**config.mk**
```make
export PLATFORM = sky130hd
export DESIGN_NAME = move_scan_sequencer
export DESIGN_NICKNAME = d
export VERILOG_FILES = /design/src/rtl/move_scan_sequencer.sv
export SDC_FILE = /design/constraint.sdc
export NUM_CORES = 1
export LEC_CHECK = 0
export ABC_AREA = 1
export CAP_MARGIN = 5
export CORE_UTILIZATION = 47
export CTS_CLUSTER_SIZE = 14
export DETAILED_ROUTE_END_ITERATION = 10
export PLACE_DENSITY = 0.8
export SYNTH_ARGS = -nofsm -noshare
export SYNTH_HDL_FRONTEND = slang
export SYNTH_SLANG_ARGS = --single-unit
```
**constraint.sdc**
```tcl
create_clock -name clk -period 1.8 [get_ports clk]
set_clock_uncertainty 0.05 [all_clocks]
set_input_delay 0.36 -clock clk [delete_from_list [all_inputs] [get_ports clk]]
set_output_delay 0.36 -clock clk [all_outputs]
set_load 0.03 [all_outputs]
```
**src/rtl/move_scan_sequencer.sv**
```systemverilog
// Move-generation pass sequencer: clears the square array, lets ray/knight propagation
// settle, then walks every (square, direction) slot and streams same-colour moves out.
module move_scan_sequencer #(
    parameter int NUM_SQUARES   = 64,
    parameter int NUM_DIRS      = 16,
    parameter int SETTLE_CYCLES = 8,
    parameter int CNT_W         = 8
) (
    input  logic             clk,
    input  logic             clear_n,
    input  logic             start,
    input  logic             engine_color,
    output logic             sq_clear,
    output logic             sq_enable,
    output logic [5:0]       sq_sel,
    output logic [3:0]       dir_sel,
    input  logic [31:0]      slot_word,
    output logic [31:0]      mv_data,
    output logic             mv_valid,
    input  logic             mv_ready,
    output logic             busy,
    output logic             done,
    output logic [CNT_W-1:0] move_count
);

    localparam int         SET_W    = $clog2(SETTLE_CYCLES + 1);
    localparam logic [9:0] LAST_IDX = 10'(NUM_SQUARES * NUM_DIRS - 1);

    typedef enum logic [2:0] {
        S_IDLE,
        S_CLEAR,
        S_SETTLE,
        S_SCAN,
        S_DONE
    } state_t;

    state_t            state, state_next;
    logic              color, color_next;
    logic [SET_W-1:0]  settle_cnt, settle_next;
    logic [9:0]        idx, idx_next;
    logic              tail, tail_next;
    logic [31:0]       data_next;
    logic              valid_next;
    logic [CNT_W-1:0]  count_next;
    logic              is_move;
    logic              out_free;
    logic              advance;

    assign sq_sel  = idx[9:4];
    assign dir_sel = idx[3:0];

    always_ff @(posedge clk) begin
        if (!clear_n) begin
            state      <= S_IDLE;
            color      <= 1'b0;
            settle_cnt <= '0;
            idx        <= '0;
            tail       <= 1'b0;
            mv_data    <= '0;
            mv_valid   <= 1'b0;
            move_count <= '0;
        end else begin
            state      <= state_next;
            color      <= color_next;
            settle_cnt <= settle_next;
            idx        <= idx_next;
            tail       <= tail_next;
            mv_data    <= data_next;
            mv_valid   <= valid_next;
            move_count <= count_next;
        end
    end

    // tail marks that the final slot has been consumed; the extra SCAN cycle it
    // produces is where a still-pending last beat is drained before DONE.
    always_comb begin
        state_next  = state;
        color_next  = color;
        settle_next = settle_cnt;
        idx_next    = idx;
        tail_next   = tail;
        data_next   = mv_data;
        valid_next  = mv_valid;
        count_next  = move_count;
        advance     = 1'b0;
        sq_clear    = 1'b0;
        sq_enable   = 1'b0;
        busy        = 1'b0;
        done        = 1'b0;

        is_move  = (slot_word != 32'd0) && (slot_word[13] == color);
        out_free = !mv_valid || mv_ready;

        case (state)
            S_IDLE: begin
                if (start) begin
                    color_next = engine_color;
                    count_next = '0;
                    idx_next   = '0;
                    state_next = S_CLEAR;
                end
            end
            S_CLEAR: begin
                sq_clear    = 1'b1;
                busy        = 1'b1;
                settle_next = '0;
                state_next  = S_SETTLE;
            end
            S_SETTLE: begin
                sq_enable = 1'b1;
                busy      = 1'b1;
                if (settle_cnt == SET_W'(SETTLE_CYCLES - 1)) begin
                    idx_next   = '0;
                    tail_next  = 1'b0;
                    state_next = S_SCAN;
                end else begin
                    settle_next = settle_cnt + SET_W'(1);
                end
            end
            S_SCAN: begin
                sq_enable = 1'b1;
                busy      = 1'b1;
                if (tail) begin
                    if (out_free) begin
                        valid_next = 1'b0;
                        state_next = S_DONE;
                    end
                end else begin
                    if (is_move) begin
                        if (out_free) begin
                            data_next  = slot_word;
                            valid_next = 1'b1;
                            advance    = 1'b1;
                            if (move_count != {CNT_W{1'b1}}) begin
                                count_next = move_count + CNT_W'(1);
                            end
                        end
                    end else begin
                        advance = 1'b1;
                        if (mv_valid && mv_ready) begin
                            valid_next = 1'b0;
                        end
                    end
                    if (advance) begin
                        if (idx == LAST_IDX) begin
                            tail_next = 1'b1;
                        end else begin
                            idx_next = idx + 10'd1;
                        end
                    end
                end
            end
            S_DONE: begin
                done       = 1'b1;
                busy       = 1'b1;
                state_next = S_IDLE;
            end
            default: begin
                state_next = S_IDLE;
            end
        endcase
    end

endmodule

```
==> impl_metrics.tcl <==
set metrics [dict create \
    synth_xor_area_frac 0.00870 \
    wl_met2_mm 3.94 \
    postSynthAreaPerCell_um2 6.71 \
    layoutNonFillerInstCount 651 \
    yosys_warnings 0 \
    ir_drop_mv 0.868 \
    grt_max_degree 33 \
    place.gp.congestion 0.815 \
    worstPathArrival_ns 1.51 \
    ys_seq_area_frac 0.398 \
    cts_made_buffers 9 \
    synth.top_cell.area_share 0.398 \
    total_power_mw 5.84 \
    rows 28 \
    min_period_ns 1.92 \
    groute.usage.overall 0.245 \
    synth_commonest_cells "nand2_1, dfxtp_1, inv_1, a21oi_1, nor2_1" \
    die-area_mm2 0.00675 \
    port-buffer-count 91 \
    fin_ws_ns -0.116 \
    dp_hpwl_mm 5.57 \
    yosys.area_share.simple 0.360 \
    power_density_mw_per_mm2 1290 \
    htreeDepth 3 \
    cts_tree "done" \
    start_util 0.498 \
    rsz0062_at_grt "true" \
    worstSetupStartpointType "flop" \
    grt_remaining_overflow 0 \
    viasPerCell 5.02 \
    clkTransAtPathRegs_ns 0.06 \
    synth_area_leaders "dfxtp_1, nand2_1, a21oi_1" \
    num_antenna_cells 0 \
    first_global_vias 3014 \
    met1_length_mm 3.39 \
    area_growth_syn_to_layout_pct 50.2 \
    drt-total-wl_mm 8.16 \
    die_h_um 82.2 \
    io_pins 92 \
    final_nets 611 \
    tightest_slew_ns 0.360 \
    failed_checks "setup timing" \
    synth_edf_count 0 \
    path_class "reg2out" \
    drcViolationCount 0 \
    critPathRequiredTime_ns 1.39 \
    holdWs_ns 0.286 \
    root_buffer "clkbuf_8" \
    timing.fmax_mhz 522 \
    crit_path_max_fanout 3 \
    slew_violations 0 \
    synth-seq-cells 60 \
    syn_inst 450 \
    clock_path_buffers 2 \
    maxSlewHeadroom 0.759 \
    dpl.cell_count 630 \
    ant_nets 0 \
    setup_violations 3 \
    ys_async_sr_fraction 0 \
    drt_pass1_iterations 4 \
    yosysTopAreaCell "dfxtp_1" \
    final_util 0.749 \
    p_leak_nw 2.17 \
    syn_nets 490 \
    drive_gt1_frac 0.175 \
    netlist_area_mm2 0.00302 \
    synth-compound-area-share 0.113 \
    worstHoldStart "slot_word[0]" \
    synth_top_family_by_area "simple AND/OR/NAND/NOR gates" \
    outcome "finished with violations" \
    post_drt_wl_per_cell_um 12.5 \
    post-route-period-util 1.06 \
    r2r_start "state[0]" \
    routed-wl-met3_um 596 \
    routed-via-count 3271 \
    synth_cell_type_count 35 \
    grt_pass1_wl_mm 12.6 \
    synthMostInstantiatedCell "nand2_1" \
    muxShareOfSynthArea 0 \
    fp.dieW_um 82.2 \
    antenna_found_initial 0 \
    tns_ns -0.204 \
    clock_latency_ns 0.34 \
    cts.sink_count 60 \
    synthAdderAreaFrac 0.0124 \
    cap_violations 0 \
    cp-end-kind "output pin" \
    worst_hold_path_type "in2reg" \
    crit_start "state[2]" \
    drt_iter0_markers 158 \
    finalHoldViolCount 0 \
    ys.flop_type "dfxtp_1" \
    routed.top_layer "met4" \
    core-area_mm2 0.00606 \
]
kinds of logic (layout without fill, tap and decap cells):
logic type / Yosys count / count (layout)
AND/OR/NAND/NOR: 241 / 242
buffers and inverters: 78 / 203
AO/OA/AOI/OAI: 65 / 65
flip-flops: 60 / 60
adder cells (fa/ha/maj): 3 / 3
XOR/XNOR: 3 / 3
final timing paths:
check                       end  slack, ns  cells after the start
setup reg to reg  move_count[6]      -0.01                      9
hold reg to reg     mv_data[28]       0.41                      2
hold / removal       mv_data[0]       0.29                      3
setup / recovery           busy      -0.12                      7
area by class of cell:
cell class,count,area (um2)
clock buffers,11,131
repair buffers,123,1170
inverters,64,258
clock inverters,5,100
well taps,75,93.8
fillers,486,1520
multi-input cells,313,1570
flip-flops and latches,60,1210
cell usage in the layout (no fill, tap or decap), types with 2 or more instances in the layout:
cell and n:
clkinv_1 2, nand2_4 2, dlymetal6s2s_1 11, inv_1 49, bufinv_16 3, nand3_1 17
a21oi_1 50, nand2_2 6, clkdlybuf4s50_1 55, buf_4 30, nor2_1 41, nor3_1 5
o21ai_0 9, dlygate4sd2_1 22, nor2_4 3, clkinv_2 2, dfxtp_2 5, clkbuf_8 9
nor3b_1 3, nor3_2 2, clkbuf_1 2, dfxtp_4 2, dfxtp_1 53, nand2_1 131
inv_4 2, ha_1 3, nand4_1 12, xor2_1 2, nand3_4 2, inv_2 10
nor2_8 2, buf_6 2, nor2_2 9
report_power, final:
part / internal, mW / switching, mW
Sequential: 1.55 / 0.199
Combinational: 1.03 / 1.62
Clock: 0.916 / 0.532
Total: 3.49 / 2.35
registers in the layout (all words and copies together) (netlist names):
signal      flops
mv_data        32
tail            1
idx            10
state           3
color           1
mv_valid        1
move_count      8
settle_cnt      4
critical path: stages (launching register included):
cell	delay [ns]
dfxtp_4	0.37
inv_4	0.05
nand2_4	0.10
nor2_4	0.05
inv_2	0.06
nand2_2	0.06
or3_4	0.33
buf_6	0.14
routing by layer:
metal,vias up,GRT usage
met5,-,0
met4,0,0.140
met3,24,0.0835
met2,105,0.412
met1,1481,0.267
li1,1661,-
repair_timing:
action,4_1_cts,5_1_grt
setup buffers,1,3
hold endpoints to repair,0,0
gates resized for setup,35,34
pin swaps,0,6
gates cloned,0,1
setup endpoints to repair,33,65
hold buffers,0,0
stage by stage:
stage	setup WS [ns]	area (um2)
finish	-0.116	4540
global route	-0.158	4540
CTS	-0.108	4420
detailed placement	-0.396	4170
global placement	-0.344	4170
floorplan	0.0216	3030
Power figures use the tool's default switching activity.
